$ cat config.mk
export PLATFORM = sky130hd
export DESIGN_NAME = led_display_arbiter
export DESIGN_NICKNAME = d
export VERILOG_FILES = /design/src/rtl/led_display_arbiter_pkg.sv /design/src/rtl/rr_pick3.sv /design/src/rtl/led_display_arbiter.sv
export SDC_FILE = /design/constraint.sdc
export NUM_CORES = 1
export LEC_CHECK = 0
export ABC_AREA = 1
export BUFFER_PORTS_ARGS = -buffer_cell sky130_fd_sc_hd__buf_2
export CELL_PAD_IN_SITES_DETAIL_PLACEMENT = 1
export CELL_PAD_IN_SITES_GLOBAL_PLACEMENT = 2
export CORE_MARGIN = 2
export CORE_UTILIZATION = 31
export CTS_CLUSTER_SIZE = 20
export DETAILED_ROUTE_END_ITERATION = 10
export PLACE_DENSITY_LB_ADDON = 0.1
export SYNTH_ARGS = -nofsm -noshare
export SYNTH_HDL_FRONTEND = slang
export SYNTH_SLANG_ARGS = --single-unit
export TNS_END_PERCENT = 20
$ cat constraint.sdc
create_clock -name clk -period 2.6 [get_ports clk]
set_input_delay 0.52 -clock clk [delete_from_list [all_inputs] [get_ports clk]]
set_output_delay 0.52 -clock clk [all_outputs]
set_load 0.05 [all_outputs]
$ cat src/rtl/led_display_arbiter_pkg.sv
// Shared definitions for the LED display arbiter: segment codes, state encoding,
// requester indices.
package led_display_arbiter_pkg;

   // Active-low segments, bit 7 = a ... bit 1 = g, bit 0 = dp.
   localparam logic [7:0] NONE      = 8'b1111_1111;
   localparam logic [7:0] ZERO      = 8'b0000_0011;
   localparam logic [7:0] ONE       = 8'b1001_1111;
   localparam logic [7:0] TWO       = 8'b0010_0101;
   localparam logic [7:0] THREE     = 8'b0000_1101;
   localparam logic [7:0] FOUR      = 8'b1001_1001;
   localparam logic [7:0] CORRECT   = 8'b0110_0011;
   localparam logic [7:0] INCORRECT = 8'b0110_0001;

   typedef enum logic [1:0] {
      StIdle  = 2'd0,
      StShow  = 2'd1,
      StBlank = 2'd2
   } arb_state_e;

   localparam logic [1:0] ReqLock  = 2'd0;
   localparam logic [1:0] ReqAlarm = 2'd1;
   localparam logic [1:0] ReqCount = 2'd2;

   function automatic logic [2:0] onehot3(input logic [1:0] idx);
      return 3'b001 << idx;
   endfunction

endpackage

$ cat src/rtl/rr_pick3.sv
// Combinational round-robin picker over three requesters; the search starts
// just after the previous winner.
module rr_pick3 (
   input  logic [2:0] req_i,
   input  logic [1:0] last_i,
   output logic [1:0] winner_o,
   output logic       valid_o
);

   logic [1:0] idx;
   logic       found;

   always_comb begin
      winner_o = 2'd0;
      found    = 1'b0;
      idx      = (last_i >= 2'd2) ? 2'd0 : last_i + 2'd1;
      for (int k = 0; k < 3; k++) begin
         if (!found && req_i[idx]) begin
            winner_o = idx;
            found    = 1'b1;
         end
         idx = (idx == 2'd2) ? 2'd0 : idx + 2'd1;
      end
      valid_o = found;
   end

endmodule

$ cat src/rtl/led_display_arbiter.sv
// Shares one 7-segment LED between three requesters: round-robin ownership with a
// minimum hold under contention and a blank gap between owners.
module led_display_arbiter
   import led_display_arbiter_pkg::*;
#(
   parameter logic [12:0] HOLD_TICKS    = 13'd7199,
   parameter logic [7:0]  BLANK_TICKS   = 8'd255,
   parameter logic [7:0]  BLANK_PATTERN = NONE
) (
   input  logic        clk,
   input  logic        reset,
   input  logic        tick,
   input  logic [2:0]  req,
   input  logic [23:0] req_pattern,
   output logic [2:0]  grant,
   output logic [7:0]  LED,
   output logic        busy
);

   localparam logic [12:0] HoldEff   = (HOLD_TICKS == 13'd0) ? 13'd1 : HOLD_TICKS;
   localparam logic [12:0] HoldLast  = HoldEff - 13'd1;
   localparam logic [7:0]  BlankLast = BLANK_TICKS - 8'd1;

   arb_state_e  state_q, state_d;
   logic [2:0]  grant_q, grant_d;
   logic [7:0]  led_q, led_d;
   logic [12:0] hold_cnt_q, hold_cnt_d;
   logic [7:0]  blank_cnt_q, blank_cnt_d;
   logic [1:0]  last_q, last_d;

   logic [1:0]  pick_idx;
   logic        pick_valid;
   logic [12:0] hold_inc;
   logic [7:0]  owner_pat;
   logic        owner_req, other_req, release_now, arb;

   rr_pick3 u_pick (
      .req_i    (req),
      .last_i   (last_q),
      .winner_o (pick_idx),
      .valid_o  (pick_valid)
   );

   always_comb begin
      state_d     = state_q;
      grant_d     = grant_q;
      led_d       = led_q;
      hold_cnt_d  = hold_cnt_q;
      blank_cnt_d = blank_cnt_q;
      last_d      = last_q;
      arb         = 1'b0;

      hold_inc    = (hold_cnt_q >= HoldEff) ? hold_cnt_q : hold_cnt_q + 13'd1;
      owner_req   = |(req & grant_q);
      other_req   = |(req & ~grant_q);
      release_now = tick && (!owner_req || (other_req && hold_inc >= HoldLast));

      unique case (last_q)
         ReqLock:  owner_pat = req_pattern[7:0];
         ReqAlarm: owner_pat = req_pattern[15:8];
         default:  owner_pat = req_pattern[23:16];
      endcase

      unique case (state_q)
         StIdle: begin
            led_d = BLANK_PATTERN;
            arb   = tick;
         end
         StShow: begin
            led_d = owner_pat;
            if (tick) hold_cnt_d = hold_inc;
            if (release_now) begin
               grant_d     = 3'b000;
               led_d       = BLANK_PATTERN;
               blank_cnt_d = 8'd0;
               if (BLANK_TICKS == 8'd0) arb = 1'b1;
               else state_d = StBlank;
            end
         end
         StBlank: begin
            led_d   = BLANK_PATTERN;
            grant_d = 3'b000;
            if (tick) begin
               if (blank_cnt_q == BlankLast) arb = 1'b1;
               else blank_cnt_d = blank_cnt_q + 8'd1;
            end
         end
         default: begin
            state_d = StIdle;
            grant_d = 3'b000;
            led_d   = BLANK_PATTERN;
         end
      endcase

      // Shared arbitration step for IDLE, end of BLANK and zero-length blank.
      if (arb) begin
         if (pick_valid) begin
            state_d    = StShow;
            grant_d    = onehot3(pick_idx);
            last_d     = pick_idx;
            hold_cnt_d = 13'd0;
         end else begin
            state_d = StIdle;
         end
      end
   end

   always_ff @(posedge clk or posedge reset) begin
      if (reset) begin
         state_q     <= StIdle;
         grant_q     <= 3'b000;
         led_q       <= BLANK_PATTERN;
         hold_cnt_q  <= 13'd0;
         blank_cnt_q <= 8'd0;
         last_q      <= ReqCount;
      end else begin
         state_q     <= state_d;
         grant_q     <= grant_d;
         led_q       <= led_d;
         hold_cnt_q  <= hold_cnt_d;
         blank_cnt_q <= blank_cnt_d;
         last_q      <= last_d;
      end
   end

   assign grant = grant_q;
   assign LED   = led_q;
   assign busy  = (state_q != StIdle);

endmodule

==> impl_metrics.csv <==
group,metric,value,unit
logic_synthesis,synthCells,353,
logic_synthesis,syn-num-nets,386,
worst_setup_path,criticalPathCategory,"reg2reg",
finish,syn_to_final_growth,19.8,%
floorplanning,pin_count,42,
finish,diodes,0,
power,switching_share,24.9,%
clock_tree,clk_pin_slew,80,ps
worst_setup_path,r2r_start,"hold_cnt_q[2]$_DFF_PP0_",
worst_setup_path,crit_chain,"nand2_4, nor2_8, nand2_2, nand2_2, nand2_4, nand2_4, inv_1, o21ai_1, nor2_1, nand3_1, nand2_1, nand2_2, nand2_2, nand2_8, nand2_4, nand2_1, nand2_1",
worst_setup_path,crit_end,"blank_cnt_q[7]$_DFFE_PP0P_",
power,power_frac_comb,11.6,%
timing,period_share,90.8,%
floorplanning,die_h,93.1,um
finish,stdcell_area,2950,um^2
worst_setup_path,path_max_fanout,11,
route,vias_per_cell,4.85,
floorplanning,dieWidth,93.1,um
floorplanning,die_area,8680,um^2
logic_synthesis,synth_top_area_cell,"dfrtp_1",
logic_synthesis,netlist_area,2460,um^2
route,wl_per_cell,14.7,um
floorplanning,start_util,31.9,%
status,status,"finished, final reports clean",
worst_setup_path,slowest_stage,"dfrtp_1",
timing,clock_skew,4.70,ps
place,place_inst,494,
timing,relSlewSlack,66.7,%
timing,finalMaxSlewViolations,0,
power,vdd.ir_drop.worst,223,uV
clock_tree,clock-root-buffer,"clkbuf_8",
timing,setup_tns,0,ps
power,p_leak,0.00148,uW
route,routed_wl,7390,um
floorplanning,fp-row-count,32,
logic_synthesis,ys.flop_type,"dfrtp_1",
logic_synthesis,avgSynthCellArea,6.98,um^2
worst_setup_path,worstSetupEndpointType,"flop",
clock_tree,numCtsBuffers,5,
logic_synthesis,synth.most_common_cell,"nand2_1",
worst_setup_path,r2r-end,"blank_cnt_q[7]$_DFFE_PP0P_",
logic_synthesis,yosysUniqueCellTypes,33,
clock_tree,tritoncts,"built",
min_path,min_path_type,"in2async",
worst_setup_path,cp-startpoint,"hold_cnt_q[2]$_DFF_PP0_",
logic_synthesis,ys_top_cells_by_area,"dfrtp_1 (27%), nand2_1 (16%), dfstp_2 (9.6%), inv_1 (6.2%), nor2_1 (6.2%)",
timing,rsz0062_at_grt,"no",
worst_setup_path,required,2780,ps
global_route,grt_usage,19.0,%
power,power.total,1340,uW
global_route,grt_max_degree,37,
logic_synthesis,yosysTopAreaCellShare,27.4,%
power,p_int,1000,uW
clock_tree,cts_max_path_buffers,2,
timing,tightest_slew,499,ps
place,gp_congestion,0.805,
power,switchingPower,333,uW
logic_synthesis,synth_common_cells,"nand2_1 (107), inv_1 (41), nor2_1 (41)",
worst_setup_path,crit_buf_inv,1,
worst_setup_path,critPathLaunchType,"flop",
finish,drive_above_1_share,21.9,%
worst_setup_path,worst-path-stages,17,
clock_tree,htreeDepth,2,
global_route,grt_overflow_total,0,
finish,nets,433,
power,powerDensity,453,nW/um^2
global_route,grt_pass1_wl,13100,um
global_route,grt_pass1_vias,2587,
logic_synthesis,synth-async-reset-ratio,100,%
route,drt_drc_violations_left,0,
logic_synthesis,yosysWarningCount,0,
global_route,grt_antenna_before_repair,0,
finish,final_cells,503,
power,p_clk_share,41.0,%
logic_synthesis,synth_edf_count,0,
timing,finalWorstSetupSlack,239,ps
logic_synthesis,seq_area_frac_synth,37.0,%
timing,layout_min_cycle_time,2360,ps
power,power_frac_seq,47.4,%
clock_tree,clk_latency,290,ps
clock_tree,postCtsHoldBufs,0,
place,dpl-instance-area,2790,um^2
worst_setup_path,r2r_slack,240,ps
place,place_ws,51.4,ps
timing,fmax,424,MHz
worst_setup_path,crit_arrival,2540,ps
route,ant_nets,0,
route,vias,2439,
run,drv_cap,0,
logic_synthesis,ys_seq_elements,36,
timing,finalHoldViolations,0,
worst_setup_path,r2r_cells,17,
floorplanning,core-area,7730,um^2
timing,finalSetupViolCount,0,
route,drt_iter0_drc,39,
worst_setup_path,critPathTopFamily,"simple AND/OR/NAND/NOR gates",
worst_setup_path,max_stage_delay,540,ps
route,drt_pass1_iterations,4,
place,port_buffers,41,
clock_tree,cts.sinks,36,
place,dp_hpwl,5690,um
-- flip-flops by register name, indices dropped and copies added, names as in the netlist --
name	flops
hold_cnt_q	13
blank_cnt_q	8
last_q	2
LED	8
grant	3
state_q	2
-- through the flow --
| step | hold slack [ps] | utilization (%) |
|---|---|---|
| global route | 399 | 38.2 |
| floorplan | 483 | - |
| CTS | 360 | 37.8 |
| global placement | 503 | 36.2 |
| detailed placement | 504 | 36.2 |
| finish | 345 | 38.2 |
-- cell families after synthesis --
family                     share of synthesized area, %
AOI/OAI and AO/OA                                  9.29
xor gates and xnor gates                           4.27
adders and majority gates                          1.52
buffers and inverters                              9.09
DFF                                                37.0
and+or+nand+nor                                    38.8
-- power groups by stage --
| stage | Clock, uW | Sequential, uW | Combinational, uW |
|---|---|---|---|
| after global placement | 0 | 644 | 153 |
| after global routing | 594 | 641 | 188 |
| after detailed placement | 0 | 644 | 157 |
| after CTS | 573 | 633 | 157 |
| final | 549 | 634 | 155 |
| after floorplan | 0 | 634 | 110 |
-- layout by cell type, fill, tap and decap left out --
cell type  instances
a211oi_1           1
a21oi_1           10
a21oi_4            1
a221oi_1           2
a22oi_1            1
buf_2             41
buf_4              9
bufinv_16          1
clkbuf_8           7
clkinv_1           1
dfrtp_1           26
dfrtp_2            1
dfstp_2            9
ha_1               2
ha_2               1
inv_1             41
inv_2              1
nand2_1          107
nand2_2            8
nand2_4            5
nand2_8            1
nand3_1           30
nand3b_1           1
nand4_1           14
nor2_1            41
nor2_4             1
nor2_8             1
nor3_1             2
o211ai_1           3
o21ai_0           12
o21ai_1            3
o21ai_2            1
o221ai_1           2
o22ai_1            1
or3_1              1
xnor2_1            3
xor2_1             9
-- metal layers --
| metal | vias to the layer above | GRT usage, % | share of wire (%) |
|---|---|---|---|
| li1 | 1227 | - | - |
| met1 | 1168 | 23.7 | 45 |
| met2 | 38 | 34.1 | 51 |
| met3 | 6 | 3.46 | 3.5 |
| met4 | 0 | 4.41 | 0.97 |
| met5 | - | 0 | 0 |
-- timing repair --
action,in CTS,in global routing
resized for setup,0,5
buffers inserted,0,1
endpoints found under the setup margin,0,14
-- worst min-delay path: cells and delay by family --
kind | cells | cell delay [ps]
buf+inv | 3 | 560
-- area by class of cell --
class                      instances  area [um^2]
clock buffer                       7         96.3
tap                              102          128
timing repair buffer              50          273
multi-input combinational        264         1350
sequential                        36          913
inverter                          43          161
clock inverter                     1         30.0
fill                            1007         4780
-- worst min-delay path by stage --
stage | start | cells after the start | slack, ps | end
after floorplan | blank_cnt_q[4]$_DFFE_PP0P_ | 2 | 480 | blank_cnt_q[4]$_DFFE_PP0P_
after global placement | blank_cnt_q[4]$_DFFE_PP0P_ | 2 | 500 | blank_cnt_q[4]$_DFFE_PP0P_
after detailed placement | blank_cnt_q[4]$_DFFE_PP0P_ | 2 | 500 | blank_cnt_q[4]$_DFFE_PP0P_
after CTS | reset | 3 | 360 | blank_cnt_q[1]$_DFFE_PP0P_
after global routing | reset | 3 | 400 | blank_cnt_q[4]$_DFFE_PP0P_
final | reset | 3 | 340 | blank_cnt_q[0]$_DFFE_PP0P_
(Power assumes the default switching activity.)
